File: config.mk
export PLATFORM = sky130hd
export DESIGN_NAME = branch_predict_pc
export DESIGN_NICKNAME = d
export VERILOG_FILES = /design/src/rtl/branch_predict_pc.sv
export SDC_FILE = /design/constraint.sdc
export NUM_CORES = 1
export LEC_CHECK = 0
export CORE_MARGIN = 2
export CORE_UTILIZATION = 54
export DETAILED_ROUTE_END_ITERATION = 10
export GPL_ROUTABILITY_DRIVEN = 0
export PLACE_DENSITY = 0.88
export SYNTH_ARGS = -nofsm -noshare
export SYNTH_HDL_FRONTEND = slang
export SYNTH_SLANG_ARGS = --single-unit
File: constraint.sdc
create_clock -name clk -period 9.35 [get_ports clk]
set_input_delay 1.87 -clock clk [delete_from_list [all_inputs] [get_ports clk]]
set_output_delay 1.87 -clock clk [all_outputs]
set_load 0.01 [all_outputs]
File: src/rtl/branch_predict_pc.sv
// Fetch-side next-PC generator: holds the fetch PC, predicts the next PC with a
// gshare pattern history table, and trains/redirects on branch resolution.
module branch_predict_pc #(
  parameter int                    BW_ADDRESS         = 32,
  parameter int                    NUM_GLOBAL_HISTORY = 4,
  parameter logic [BW_ADDRESS-1:0] RESET_PC           = '0,
  parameter int                    BW_MISS_CNT        = 16
) (
  input  logic                          clk,
  input  logic                          rst,
  output logic [BW_ADDRESS-1:0]         o_fetch_pc,
  input  logic                          i_fetch_valid,
  input  logic                          i_fetch_is_cond,
  input  logic                          i_fetch_is_jal,
  input  logic [BW_ADDRESS-1:0]         i_fetch_imm,
  output logic                          o_iq_valid,
  input  logic                          i_iq_ready,
  output logic [BW_ADDRESS-1:0]         o_iq_PC,
  output logic [BW_ADDRESS-1:0]         o_iq_PC_next,
  output logic [NUM_GLOBAL_HISTORY-1:0] o_iq_global_history,
  input  logic                          i_bu_valid,
  input  logic [BW_ADDRESS-1:0]         i_bu_pc,
  input  logic [BW_ADDRESS-1:0]         i_bu_correct_pc_next,
  input  logic [NUM_GLOBAL_HISTORY-1:0] i_bu_global_history,
  input  logic                          i_bu_correct_prediction,
  output logic [BW_MISS_CNT-1:0]        o_miss_count
);

  localparam int                     H        = NUM_GLOBAL_HISTORY;
  localparam int                     PHT_SIZE = 1 << H;
  localparam logic [BW_ADDRESS-1:0]  PC_STEP  = 4;
  localparam logic [BW_MISS_CNT-1:0] MISS_ONE = 1;

  typedef enum logic {RUN, BUBBLE} state_t;

  state_t                 state, state_next;
  logic [BW_ADDRESS-1:0]  pc_q;
  logic [H-1:0]           ghr_q;
  logic [1:0]             pht [PHT_SIZE];
  logic [BW_MISS_CNT-1:0] miss_q;

  logic [H-1:0]          fetch_idx, bu_idx;
  logic                  cond_taken, pred_taken, bu_taken;
  logic                  redirect, handshake;
  logic [BW_ADDRESS-1:0] pc_pred;

  assign fetch_idx  = pc_q[2 +: H] ^ ghr_q;
  assign cond_taken = pht[fetch_idx][1];
  assign pred_taken = i_fetch_is_jal || (i_fetch_is_cond && cond_taken);
  assign pc_pred    = pred_taken ? (pc_q + i_fetch_imm) : (pc_q + PC_STEP);

  assign bu_idx     = i_bu_pc[2 +: H] ^ i_bu_global_history;
  assign bu_taken   = (i_bu_correct_pc_next != (i_bu_pc + PC_STEP));
  assign redirect   = i_bu_valid && !i_bu_correct_prediction;

  // A mispredict in flight blocks this cycle's entry so the queue never sees a wrong-path handshake.
  assign o_iq_valid = !rst && i_fetch_valid && (state == RUN) && !redirect;
  assign handshake  = o_iq_valid && i_iq_ready;

  assign o_fetch_pc          = pc_q;
  assign o_iq_PC             = pc_q;
  assign o_iq_PC_next        = pc_pred;
  assign o_iq_global_history = ghr_q;
  assign o_miss_count        = miss_q;

  always_comb begin
    state_next = state;
    if (redirect)
      state_next = BUBBLE;
    else if (state == BUBBLE)
      state_next = RUN;
  end

  always_ff @(posedge clk) begin
    if (rst)
      state <= RUN;
    else
      state <= state_next;
  end

  // Redirect wins over a same-cycle handshake; training happens on every resolution.
  always_ff @(posedge clk) begin
    if (rst) begin
      pc_q   <= RESET_PC;
      ghr_q  <= '0;
      miss_q <= '0;
      for (int i = 0; i < PHT_SIZE; i++)
        pht[i] <= 2'b01;
    end else begin
      if (i_bu_valid) begin
        if (bu_taken) begin
          if (pht[bu_idx] != 2'b11)
            pht[bu_idx] <= pht[bu_idx] + 2'b01;
        end else begin
          if (pht[bu_idx] != 2'b00)
            pht[bu_idx] <= pht[bu_idx] - 2'b01;
        end
      end
      if (redirect) begin
        pc_q  <= i_bu_correct_pc_next;
        ghr_q <= {i_bu_global_history[H-2:0], bu_taken};
        if (miss_q != '1)
          miss_q <= miss_q + MISS_ONE;
      end else if (handshake) begin
        pc_q <= pc_pred;
        if (i_fetch_is_cond)
          ghr_q <= {ghr_q[H-2:0], cond_taken};
      end
    end
  end

endmodule

==> reports/summary.txt, run 1 <==
DR vias/cell: 6.54
Buffer and inverter count on the worst path: 3
GRT Total Usage: 33.0%
Vias in the first global route: 8437
Global-route wire length before repair: 43400 um
Diode count: 0
CP required: 7.48 ns
Accumulated negative setup slack: 0 ns
CP top delay family: compound AO/OA/AOI/OAI gates
Final setup vio count: 0
Min-Delay Path Class: reg -> reg
Run status: finished clean
Post-Place Cell Area: 10400 um2
YS warnings: 0
Synth Area in Simple Gates: 24.6%
I/O pin count: 225
PD cells: 124 nW/um2
Fillers: 1188
Synth Area in XOR/XNOR: 10.8%
Leakage: 3.92 nW
Synthesis-stage register bit count: 85
Vert. Die Dim: 128 um
CTS buffer count: 9
Post-cts sizing count: 0
Via count: 9094
Initial antenna violation count: 0
Placed cells: 1375
Wire per inst: 20.1 um
Hold Crit Depth: 2
Final wirelength: 27900 um
Syn_nets: 1179
CTS H-tree lvls: 3
Highest-count cells in the layout ignoring fill and taps: 223 x clkdlybuf4s50_1, 98 x nand2_1, 77 x nor2_1
Worst path slowest cell: o41ai_1
Cts hold-fix bufs: 0
Final worst-path cycle share: 84.7%
Port bufs: 224
Crit path capture type: primary output
Total global routing overflow: 0
Row cnt: 45
Final min period: 7.92 ns
Most common cell after layout, fill and taps aside: clkdlybuf4s50_1
Max VDD drop: 83.3 uV
Post-DP HPWL: 21000 um
CTS tree: built
Largest stage delay on the critical path: 1.03 ns
Met2 usage: 57.7%
Max Fanout on Critical Path: 6
Final Max Slew Viols: 0
Final hold vios: 0
WP depth: 14
Syn_area_per_cell: 8.03 um2
Post-synth ARST share: 0%
Clock Latency Late Sink: 0.34 ns
Post-CTS Setup Inserts: 0
Post-Synthesis Cells: 1036
Area Overhead vs Synth: 28.7%
Largest family of logic cells by synthesized area: simple AND/OR/NAND/NOR gates
Register area share after synthesis: 24.3%
Fmax: 0.126 GHz
Clk sinks: 85
Pre-CTS WS: 1.66 ns
Main synth FF type: dfxtp_1
Clock root buffer: clkbuf_16
Post-Synth Adder-Cell Area: 5.35%
Synth Area in Compound Gates: 22.8%
EDFF count, synth: 32
WP data arrival: 6.05 ns
GR peak layer: met2
Number of remaining DRC errors: 0
Initial core utilization: 54.9%
Worst Max-Slew Pin Slew: 1.23 ns
Iteration count of the initial detailed-routing pass: 5
Crit start category: input port
Critical Setup Path Class: in -> out
GR met3 Demand/Resource: 6.09%
Routed Antenna Nets: 0
Layout Skew: 0.00579 ns
Max_slew headroom: 16.6%
Reg2reg path depth: 12
Final WS setup: 1.43 ns
Clock Path Buffers: 2
Non-Filler Instances: 1391
Die X: 128 um
Post-layout instance area: 10700 um2
Netlist cell types: 78
Core Region: 15100 um2
RSZ-0062 raised after global routing: no
Worst-path clk slew: 0.06 ns
Max Cap Violations: 0
Met1 usage: 39.8%
Mapped Area: 8320 um2
Layout cell share with drive strength beyond 1: 4.82%
Worst-path cell chain: clkdlybuf4s50_1, ha_1, inv_1, fa_1, nor2b_1, o21a_1, o21a_1, o21ai_0, o41ai_1, o31ai_1, o21bai_1, xnor2_1, o21ai_0, clkdlybuf4s50_1
Mux contribution to synthesized area: 5.86%
Die ar.: 16400 um2
Pin count of the biggest net entering global routing: 72
Layout Nets: 1341
DR iter-0 viols: 719
[cells in the mapped netlist, types with 8 or more instances]
master / count / area [um2]
nand2b_1: 10 / 62.6
o21a_1: 11 / 82.6
nor3_1: 36 / 180
ha_1: 34 / 425
a31oi_1: 8 / 50.1
nand3_1: 47 / 235
a21oi_1: 68 / 340
edfxtp_1: 32 / 961
o21ai_0: 42 / 210
o2bb2ai_1: 10 / 87.6
nand2_1: 98 / 368
nor2_1: 79 / 297
a21o_1: 36 / 270
mux2i_1: 24 / 240
inv_1: 18 / 67.6
and4_1: 13 / 114
or3_1: 18 / 113
xnor2_1: 59 / 517
clkbuf_1: 40 / 150
a22oi_1: 30 / 225
and3_1: 15 / 93.8
a211oi_1: 10 / 75.1
nand4_1: 19 / 119
dfxtp_1: 53 / 1060
nor4_1: 15 / 93.8
buf_4: 37 / 278
xor2_1: 44 / 385
[where the power goes]
part / switching [mW] / leakage (nW) / internal, mW
logic: 0.281 / 3.07 / 0.249
clock network: 0.162 / 0.144 / 0.208
registers: 0.0292 / 0.708 / 0.399
total: 0.471 / 3.92 / 0.856
[logic make-up after synthesis]
kind of cell	count (synthesis)
xor gates and xnor gates	103
muxes	37
AOI/OAI and AO/OA	279
adders and majority gates	35
buffers and inverters	99
and+or+nand+nor	398
DFF	85
[registers in the layout, indices dropped and copies added (netlist names)]
register,flops
o_fetch_pc,32
pht,32
o_miss_count,16
o_iq_global_history,4
state,1
[path summary, 6_finish.rpt]
check | startpoint | end | slack (ns)
hold reg to reg | o_miss_count[15]$_SDFFE_PP0P_ | o_miss_count[15]$_SDFFE_PP0P_ | 0.52
setup reg to reg | o_fetch_pc[0]$_SDFFE_PP0P_ | o_fetch_pc[28]$_SDFFE_PP0P_ | 5.47
setup / recovery | i_fetch_imm[0] | o_iq_PC_next[24] | 1.43
hold / removal | o_miss_count[15]$_SDFFE_PP0P_ | o_miss_count[15]$_SDFFE_PP0P_ | 0.52
[per-stage QoR]
stage                     hold slack, ns  utilization, %  power (mW)
after floorplan                    0.515               -       0.733
after global placement             0.499            68.8       0.944
after detailed placement           0.505            68.8       0.952
after CTS                          0.518            70.7        1.32
after global routing               0.553            70.7        1.38
final                              0.523            70.7        1.33
[per-layer routing]
| metal | part of all wire (%) | wire length [um] |
|---|---|---|
| met1 | 38 | 10600 |
| met2 | 48 | 13500 |
| met3 | 10 | 2810 |
| met4 | 3.7 | 1020 |
| met5 | 0 | 0 |
[final cells by class]
cell class / instances / area, um2 / area share (%)
Tap cell: 188 / 235 / 2.20
Inverter: 18 / 67.6 / 0.631
Clock inverter: 7 / 72.6 / 0.677
Sequential cell: 85 / 2020 / 18.9
Timing Repair Buffer: 232 / 2300 / 21.4
Clock buffer: 9 / 225 / 2.10
Multi-Input combinational cell: 852 / 5790 / 54.1
[worst register-to-register path: stages (launching register included)]
cell and delay [ns]:
dfxtp_1 0.47, ha_1 0.24, inv_1 0.06, fa_1 0.40, nor2b_1 0.14, o21a_1 0.15
o21a_1 0.17, o21ai_0 0.20, o41ai_1 1.03, o211a_1 0.33, nor3_1 0.05, or3b_2 0.45
a21oi_1 0.13
Power figures use the tool's default switching activity.
==> inputs of run 2 (changes only) <==
--- a/config.mk
+++ b/config.mk
@@ -6,10 +6,10 @@
 export NUM_CORES = 1
 export LEC_CHECK = 0
 export CORE_MARGIN = 2
-export CORE_UTILIZATION = 54
+export CORE_UTILIZATION = 50
 export DETAILED_ROUTE_END_ITERATION = 10
 export GPL_ROUTABILITY_DRIVEN = 0
-export PLACE_DENSITY = 0.88
+export PLACE_DENSITY = 0.82
 export SYNTH_ARGS = -nofsm -noshare
 export SYNTH_HDL_FRONTEND = slang
 export SYNTH_SLANG_ARGS = --single-unit
==> constraint.sdc (replaced) <==
create_clock -name clk -period 7.5 [get_ports clk]
set_input_delay 1.5 -clock clk [delete_from_list [all_inputs] [get_ports clk]]
set_output_delay 1.5 -clock clk [all_outputs]
set_load 0.01 [all_outputs]
==> reports/summary.txt, run 2 (synthesis results as in run 1) <==
Run status: finished clean
Worst-path clk slew: 0.07 ns (about the same)
Max Fanout on Critical Path: 6 (unchanged)
Initial core utilization: 50.7% (-4.2 points)
CTS tree: built
Area Overhead vs Synth: 29.4%
WP data arrival: 4.99 ns (-1.06 ns)
Crit path capture type: primary output
Final min period: 6.49 ns
Layout cell share with drive strength beyond 1: 4.90% (+0.083 points)
Routed Antenna Nets: 0 (unchanged)
Max VDD drop: 130 uV (+57%)
Final worst-path cycle share: 86.5%
Die X: 133 um (+3.8%)
Diode count: 0 (unchanged)
Port bufs: 224 (unchanged)
Clock Path Buffers: 2 (unchanged)
Most common cell after layout, fill and taps aside: clkdlybuf4s50_1
Clk sinks: 85 (unchanged)
Core Region: 16400 um2 (+8.3%)
DR iter-0 viols: 876 (+22%)
CTS buffer count: 9 (unchanged)
Final hold vios: 0 (unchanged)
Clock root buffer: clkbuf_16
Global-route wire length before repair: 43300 um (-0.25%)
Wire per inst: 19.4 um (-3.3%)
Total power: 1.66 mW (+25%)
Max_slew headroom: 22.3% (+5.7 points)
Cts hold-fix bufs: 0 (unchanged)
Final setup vio count: 0 (unchanged)
Row cnt: 47 (+4.4%)
Flop-to-flop setup slack: 3.50 ns (-1.97 ns)
Highest-count cells in the layout ignoring fill and taps: 223 x clkdlybuf4s50_1, 98 x nand2_1, 77 x nor2_1
RSZ-0062 raised after global routing: no
Final Max Slew Viols: 0 (unchanged)
Post-DP HPWL: 21300 um (+1.0%)
Post-CTS Setup Inserts: 0 (unchanged)
Clock Latency Late Sink: 0.35 ns (about the same)
PD cells: 155 nW/um2 (+25%)
Crit start category: input port
Layout Nets: 1341 (unchanged)
Worst Max-Slew Pin Slew: 1.16 ns (-0.0707 ns)
Pin count of the biggest net entering global routing: 72 (unchanged)
Critical Setup Path Class: in -> out
Iteration count of the initial detailed-routing pass: 7 (+2)
Leakage: 3.93 nW (+0.20%)
Accumulated negative setup slack: 0 ns (unchanged)
Die ar.: 17700 um2 (+7.7%)
GRT Total Usage: 30.3% (-2.6 points)
CP required: 6.00 ns (-1.48 ns)
Total global routing overflow: 0 (unchanged)
Max Cap Violations: 0 (unchanged)
Vert. Die Dim: 133 um (+3.8%)
Via count: 8957 (-1.5%)
DR vias/cell: 6.29 (-3.7%)
Layout Skew: 0.0103 ns (+0.00453 ns)
Min-Delay Path Class: reg -> reg
Vias in the first global route: 8505 (+0.81%)
Number of remaining DRC errors: 0 (unchanged)
I/O pin count: 225 (unchanged)
Initial antenna violation count: 0 (unchanged)
Post-cts sizing count: 0 (unchanged)
CTS H-tree lvls: 3 (unchanged)
Final wirelength: 27600 um (-1.1%)
Fmax: 0.154 GHz
-- run 2: cell count changes in the layout (fill, tap and decap cells not counted) --
cell      previous run  this run
clkinv_1             1         0
clkinv_4             1         0
inv_6                2         3
clkinv_2             1         0
inv_8                0         2
-- run 2: final timing paths --
check / start / endpoint / cells past startpoint
setup / recovery: i_fetch_imm[0] / o_iq_PC_next[24] / 15
hold reg to reg: o_miss_count[8]$_SDFFE_PP0P_ / o_miss_count[8]$_SDFFE_PP0P_ / 2
hold / removal: o_miss_count[8]$_SDFFE_PP0P_ / o_miss_count[8]$_SDFFE_PP0P_ / 2
setup reg to reg: o_fetch_pc[2]$_SDFFE_PP0P_ / o_fetch_pc[23]$_SDFFE_PP0P_ / 9
-- run 2: power breakdown --
| part | switching, mW | leakage [nW] | internal (mW) |
|---|---|---|---|
| logic | 0.347 | 3.07 | 0.310 |
| registers | 0.0363 | 0.708 | 0.497 |
| clock network | 0.207 | 0.151 | 0.266 |
| total | 0.591 | 3.93 | 1.07 |
-- run 2: layer usage --
layer  part of all wire, %  vias to the layer above  wire [um]  track usage [%]
met5                     0                        -          0                0
met1                    38                     4169      10400             36.2
met4                   3.9                        0       1070             12.4
li1                      -                     4186          -                -
met2                    48                      517      13300             52.3
met3                    10                       85       2790             7.51
-- run 2: critical path, stage by stage --
cell and delay, ns:
clkdlybuf4s50_1 0.46, ha_1 0.19, inv_1 0.07, fa_1 0.41, nor2b_1 0.13, o21a_1 0.14
o21a_1 0.16, o21ai_0 0.17, o41ai_1 0.31, buf_4 0.21, o31ai_1 0.11, o21bai_1 0.18
xnor2_1 0.11, o21ai_0 0.24, clkdlybuf4s50_1 0.58
-- run 2: layout make-up --
cell class	instances	area [um2]
multi-input cells	852	5790
clock buffers	9	225
repair buffers	232	2300
fillers	1438	5640
flip-flops and latches	85	2020
clock inverters	7	86.3
well taps	220	275
inverters	18	67.6
-- run 2: metrics by stage --
stage | setup slack (ns) | utilization [%] | hold WS (ns) | cell area, um2 | std cells
after floorplan | 2.06 | - | 0.515 | 8320 | 1036
after global placement | 1.18 | 63.7 | 0.489 | 10500 | 1407
after detailed placement | 1.08 | 63.7 | 0.502 | 10500 | 1407
after CTS | 1.07 | 65.6 | 0.514 | 10800 | 1423
after global routing | 0.760 | 65.6 | 0.552 | 10800 | 1423
final | 1.01 | 65.6 | 0.521 | 10800 | 1423
